File: src/rtl/serial_add_sub.sv
`default_nettype none
// serial_add_sub: digit-serial adder/subtractor, DIGIT_W bits per clock, LSB digit first,
// Start/Busy/Done handshake with registered, held Sum/Cout/Ovf/Zero.
module serial_add_sub #(
  parameter int WIDTH   = 8,
  parameter int DIGIT_W = 1
) (
  input  logic             clk_i,
  input  logic             rst_n_i,
  input  logic             start_i,
  input  logic [WIDTH-1:0] a_i,
  input  logic [WIDTH-1:0] b_i,
  input  logic             cin_i,
  input  logic             sub_i,
  output logic             busy_o,
  output logic             done_o,
  output logic [WIDTH-1:0] sum_o,
  output logic             cout_o,
  output logic             ovf_o,
  output logic             zero_o
);

  localparam int N  = WIDTH / DIGIT_W;
  localparam int CW = (N > 1) ? $clog2(N) : 1;
  localparam logic [CW-1:0] LAST = CW'(N - 1);

  if ((WIDTH % DIGIT_W) != 0) begin : g_bad_digit_w
    $error("serial_add_sub: WIDTH must be a multiple of DIGIT_W");
  end

  typedef enum logic [1:0] {
    IDLE = 2'd0,
    RUN  = 2'd1,
    DONE = 2'd2
  } state_t;

  state_t           state_q, state_d;
  logic [WIDTH-1:0] opa_q, opa_d;
  logic [WIDTH-1:0] opb_q, opb_d;
  logic [WIDTH-1:0] sum_q, sum_d;
  logic             carry_q, carry_d;
  logic             cout_q, cout_d;
  logic             ovf_q, ovf_d;
  logic             zero_q, zero_d;
  logic [CW-1:0]    cnt_q, cnt_d;

  logic [DIGIT_W:0] dsum;
  logic [WIDTH-1:0] res_next;
  logic             msb_cin;

  // opA doubles as the result shift register: each digit sum enters at the top
  // as the consumed operand digit leaves at the bottom.
  assign dsum     = {1'b0, opa_q[DIGIT_W-1:0]} + {1'b0, opb_q[DIGIT_W-1:0]}
                  + {{DIGIT_W{1'b0}}, carry_q};
  assign res_next = WIDTH'({dsum[DIGIT_W-1:0], opa_q} >> DIGIT_W);
  // Carry into the MSB recovered from the MSB's sum bit and its operand bits.
  assign msb_cin  = res_next[WIDTH-1] ^ opa_q[DIGIT_W-1] ^ opb_q[DIGIT_W-1];

  always_ff @(posedge clk_i or negedge rst_n_i) begin
    if (!rst_n_i) begin
      state_q <= IDLE;
      opa_q   <= '0;
      opb_q   <= '0;
      sum_q   <= '0;
      carry_q <= 1'b0;
      cout_q  <= 1'b0;
      ovf_q   <= 1'b0;
      zero_q  <= 1'b0;
      cnt_q   <= '0;
    end else begin
      state_q <= state_d;
      opa_q   <= opa_d;
      opb_q   <= opb_d;
      sum_q   <= sum_d;
      carry_q <= carry_d;
      cout_q  <= cout_d;
      ovf_q   <= ovf_d;
      zero_q  <= zero_d;
      cnt_q   <= cnt_d;
    end
  end

  always_comb begin
    state_d = state_q;
    opa_d   = opa_q;
    opb_d   = opb_q;
    sum_d   = sum_q;
    carry_d = carry_q;
    cout_d  = cout_q;
    ovf_d   = ovf_q;
    zero_d  = zero_q;
    cnt_d   = cnt_q;
    case (state_q)
      IDLE, DONE: begin
        if (start_i) begin
          state_d = RUN;
          opa_d   = a_i;
          opb_d   = sub_i ? ~b_i : b_i;
          carry_d = cin_i ^ sub_i;
          cnt_d   = '0;
        end else if (state_q == DONE) begin
          state_d = IDLE;
        end
      end
      RUN: begin
        opa_d   = res_next;
        opb_d   = opb_q >> DIGIT_W;
        carry_d = dsum[DIGIT_W];
        cnt_d   = cnt_q + CW'(1);
        if (cnt_q == LAST) begin
          state_d = DONE;
          sum_d   = res_next;
          cout_d  = dsum[DIGIT_W];
          ovf_d   = msb_cin ^ dsum[DIGIT_W];
          zero_d  = ~|res_next;
        end
      end
      default: state_d = IDLE;
    endcase
  end

  assign busy_o = (state_q == RUN);
  assign done_o = (state_q == DONE);
  assign sum_o  = sum_q;
  assign cout_o = cout_q;
  assign ovf_o  = ovf_q;
  assign zero_o = zero_q;

endmodule
`default_nettype wire

File: config.mk
export PLATFORM = sky130hd
export DESIGN_NAME = serial_add_sub
export DESIGN_NICKNAME = d
export VERILOG_FILES = /design/src/rtl/serial_add_sub.sv
export SDC_FILE = /design/constraint.sdc
export NUM_CORES = 1
export LEC_CHECK = 0
export CORE_MARGIN = 1
export CORE_UTILIZATION = 49
export DETAILED_ROUTE_END_ITERATION = 12
export PLACE_DENSITY = 0.82
export SETUP_SLACK_MARGIN = 0.1
export SYNTH_ARGS = -nofsm -noshare
export SYNTH_HDL_FRONTEND = slang
export SYNTH_SLANG_ARGS = --single-unit
File: constraint.sdc
create_clock -name clk_i -period 2.4 [get_ports clk_i]
set_clock_uncertainty 0.2 [all_clocks]
set_input_delay 0.48 -clock clk_i [delete_from_list [all_inputs] [get_ports clk_i]]
set_output_delay 0.48 -clock clk_i [all_outputs]
set_load 0.01 [all_outputs]
; ---- Word level (Yosys, flattened, before mapping)
; Index checks and enable logic that the tools add are counted.
[totals]
reg_bits = 33
latch_bits = 0
ramBits = 0
romBits = 0
in_bits = 21
output_inout_bits = 13
wordCells = 44
memories = 0
[classes]
add_sub_neg = 3
multipliers = 0
div = 0
order_cmp = 0
eq_ne = 6
n_shift = 0
muxes = 13
bitwise_logic = 5
reduce_logical = 8
[op_table]
columns = cell, count
row1 = 8-bit one-hot mux with 2 select lines, 2
row2 = 8-bit 2-to-1 mux, 3
row3 = 8-bit inverter, 1
row4 = 8-bit OR reduction, 1
row5 = 2-bit 2-to-1 mux, 3
row6 = 3-bit one-hot mux with 2 select lines, 1
row7 = 2-bit AND reduction, 3
row8 = 2-bit one-hot mux with 2 select lines, 1
row9 = 1-bit bitwise XOR, 4
row10 = 3-bit by 1-bit adder with 3-bit output (second input constant), 1
row11 = 3-bit equality test (second input constant), 1
row12 = 3-bit 2-to-1 mux, 1
row13 = 3-bit inequality test (second input constant), 1
row14 = 1-bit by 1-bit adder with 2-bit output, 1
row15 = 2-bit by 1-bit adder with 2-bit output, 1
row16 = 2-bit by 1-bit equality test with 1-bit output (second input constant), 1
row17 = 2-bit equality test (second input constant), 1
row18 = 2-bit logical NOT, 1
row19 = 2-bit by 1-bit inequality test with 1-bit output (second input constant), 1
row20 = 2-bit inequality test (second input constant), 1
row21 = 1-bit one-hot mux with 2 select lines, 1
row22 = 2-bit nonzero test, 1
row23 = 2-bit OR reduction, 1
row24 = 1-bit logical NOT, 1
row25 = 1-bit 2-to-1 mux, 1

; ---- Longest topological paths before layout
[depth]
depth_word = 5
ltp_mapped = 6
mapped_depth_nobuf = 5

; ---- Worst setup path before layout
; No wires, ideal clock.
[synth_path]
kind = reg2reg
startpoint = reg cnt_q[0]
endpoint = reg sum_q[2] (netlist: sum_o[2])
setup_time_ns = 0.125
arrival_ns = 1.415
slack_ns = 0.660
path_stages_with_launch = 6
cell_sequence = dfrtp_1 ha_1 ha_1 nand3b_2 buf_2 mux2_2
[synth_between]
elab_chain_cells = 2
[synth_rtl]
columns = element, line
row1 = start: declaration, 45  ; logic [CW-1:0] cnt_q, cnt_d;
row2 = start signal: assignment, 79  ; cnt_q <= cnt_d;
row3 = 3-bit equality test, 110  ; if (cnt_q == LAST) begin
row4 = 2-bit AND reduction (no line), -
row5 = end signal: assignment, 74  ; sum_q <= sum_d;
row6 = end: declaration, 40  ; logic [WIDTH-1:0] sum_q, sum_d;
; Every way passes these cells.
; A chain may end at the register's enable or synchronous reset.

; ---- Worst setup path in the final report
[layout_path]
startpoint = reg state_q[1]
endpoint = out busy_o
[layout_between]
elab_chain_cells = 1
[layout_rtl]
columns = element, line
row1 = start: declaration, 37  ; state_t state_q, state_d;
row2 = start signal: assignment, 71  ; state_q <= state_d;
row3 = 2-bit by 1-bit equality test with 1-bit output, 122  ; assign busy_o = (state_q == RUN);
row4 = end: declaration, 15  ; output logic busy_o,
; Every way passes these cells.

==> results.txt <==
HP Class = reg2reg
Post-Synth XOR/XNOR Area = 0.0704
TritonCTS clock tree = done
Clock Latency Late Sink = 0.34 ns
Worst setup SP type = register
Ant. Diodes = 0
MaxCap Viol Count = 0
Top Usage Layer GRT = met2
Port Buffers = 33
Starting Density = 0.528
PostCTS Resize Cnt = 0
core area = 2830 sq um
Post-Synth Adder-Cell Area = 0.0302
M2 GR Usage = 0.299
Slew HR = 0.488
hold wc startpoint = ovf_o$_DFFE_PN0P_
CP Data Arrival Time = 1.54 ns
Placed Instance Area = 1840 sq um
synth-to-layout area growth = 28.1%
Worst-path clk slew = 0.09 ns
crit share post-route = 0.925
fin util = 0.677
met3 global-route usage = 0.0658
overall power = 2.53 mW
GRT met1 Usage = 0.256
remaining antenna violation count = 0
CP Launch Point = state_q[1]$_DFFE_PN0P_
warnings from Yosys = 0
Synth Area per Inst = 12.8 sq um
Die H = 57.2 um
reg2reg start = state_q[0]$_DFFE_PN0P_
CP endpoint kind = primary output
FF+latch count, synth = 33
post-synthesis compound-gate area fraction = 0.168
Max Fclk = 451 MHz
Yosys top cell by area = dfrtp_1
Seq/Total Area, Yosys = 0.553
simple-gate share of the synthesized area = 0.0653
DR vias/cell = 5.60
Worst path max stage delay = 0.56 ns
Final Wtd Congestion = 0.740
post-CTS setup repair buffer count = 0
Detailed Routing Iterations Pass 1 = 8
Worst Path Max Fanout = 3
area of the mapped netlist = 1490 sq um
root buffer cell = clkbuf_4
Setup TNS Final = 0 ns
layout cell share with drive strength beyond 1 = 0.136
Final Max Tran Viols = 0
number of I/O pins = 34
Critical-path top delay cell = clkdlybuf4s50_1
Final Setup Violations = 0
htree depth = 2
worst slew pin tran = 0.767 ns
Crit path max-delay family = buffers and inverters
largest family of logic cells by synthesized area = compound AO/OA/AOI/OAI gates
global-route wire length before repair = 4680 um
Vias = 1036
cell breakdown of the critical path = and2b_1, clkdlybuf4s50_1
number of global-route vias before repair = 976
TritonCTS buffer count = 5
status = finished, violations left
aggregate global-route resource usage = 0.200
DRC viols = 3
die area = 3270 sq um
leakage = 0.872 nW
hpwl dp = 1990 um
P per Cell Area = 1320 nW/um^2
largest net degree at the start of global routing = 34
final hold viol count = 0
Netlist cell types = 25
Period minus WS final = 2.22 ns
Post-Syn Instances = 117
Buf/Inv on CP = 1
RSZ-0062 raised after global routing = no
failing checks = design-rule violations
most frequent cells in the layout = dfrtp_1, clkdlybuf4s50_1, a22o_1, xnor2_1
initial antenna violation count = 0
grt ovf = 0
Max clock buf depth = 2
VDD IR max = 0.000747 V
worst path required time = 1.72 ns
die width = 57.2 um
Setup CP Type = reg2out
clock sinks = 33
row count = 19
First DRT Iteration DRCs = 40
NumNets Final = 177
Post-Syn Nets = 141
Hold Buf Count CTS = 0
average wire per standard cell = 15.0 um
final wirelength = 2770 um
mux share of post-synthesis cell area = 0.0754
largest cells by area after synthesis = dfrtp_1, a22o_1, xnor2_1
post-synth top area share = 0.553
design area = 1910 sq um
-- flip-flops by register name, summed over array words and instances, names as in the netlist --
| signal | count |
|---|---|
| cout_o | 1 |
| ovf_o | 1 |
| opa_q | 8 |
| sum_o | 8 |
| zero_o | 1 |
| state_q | 2 |
| cnt_q | 3 |
| carry_q | 1 |
| opb_q | 8 |
-- cell families (layout without fill, tap and decap cells) --
logic type | after synthesis | after routing
buffers and inverters | 10 | 47
adder cells (fa/ha/maj) | 3 | 3
AND/OR/NAND/NOR | 19 | 19
flip-flops | 33 | 33
XOR/XNOR | 12 | 12
multiplexers | 10 | 10
AO/OA/AOI/OAI | 30 | 30
-- layout make-up --
cell class / instances / area, sq um
fillers: 227 / 915
flip-flops and latches: 33 / 826
multi-input cells: 74 / 612
repair buffers: 37 / 360
clock buffers: 7 / 65.1
well taps: 31 / 38.8
inverters: 2 / 7.51
clock inverters: 1 / 5.00
-- final timing paths --
kind	end	slack, ns	cells past startpoint
worst max-delay path	busy_o	0.18	2
worst min-delay path	ovf_o$_DFFE_PN0P_	0.29	2
worst max register to register	cnt_q[0]$_DFFE_PN0P_	0.42	4
worst min register to register	ovf_o$_DFFE_PN0P_	0.29	2
max in group asynchronous	opb_q[3]$_DFFE_PN0P_	1.37	2
min in group asynchronous	zero_o$_DFFE_PN0P_	0.33	2
-- cell usage after synthesis (all sizes together) --
master / number
a21o: 8
a221o: 8
a22o: 11
and2b: 1
buf: 7
clkbuf: 1
dfrtp: 33
fa: 1
ha: 2
inv: 2
mux2: 10
nand2: 3
nand2b: 1
nand3b: 1
nor2: 9
nor2b: 2
nor4: 2
o21ai: 3
xnor2: 11
xor2: 1
-- metal layers --
layer | vias up | wire, um | part of all wire
met3 | 8 | 170 | 0.061
li1 | 490 | - | -
met4 | 0 | 63 | 0.023
met5 | - | 0 | 0
met1 | 500 | 1220 | 0.44
met2 | 38 | 1320 | 0.48
-- power breakdown --
part	internal, mW	switching (mW)	total, mW
logic	0.685	0.481	1.17
registers	0.822	0.197	1.02
clock network	0.170	0.180	0.349
-- worst reg2reg max path: stages, from the launching register on --
cell and delay, ns:
dfrtp_1 0.43, and2b_1 0.22, buf_4 0.18, nor2_2 0.61, mux2_2 0.28
-- through the flow --
step,hold WS (ns),setup slack (ns),std cells
6_report,0.293,0.181,185
5_1_grt,0.323,0.101,185
4_1_cts,0.300,0.162,185
3_5_place_dp,0.278,0.203,177
3_3_place_gp,0.263,0.263,177
2_1_floorplan,-0.0156,0.660,117
Power figures use the tool's default switching activity.
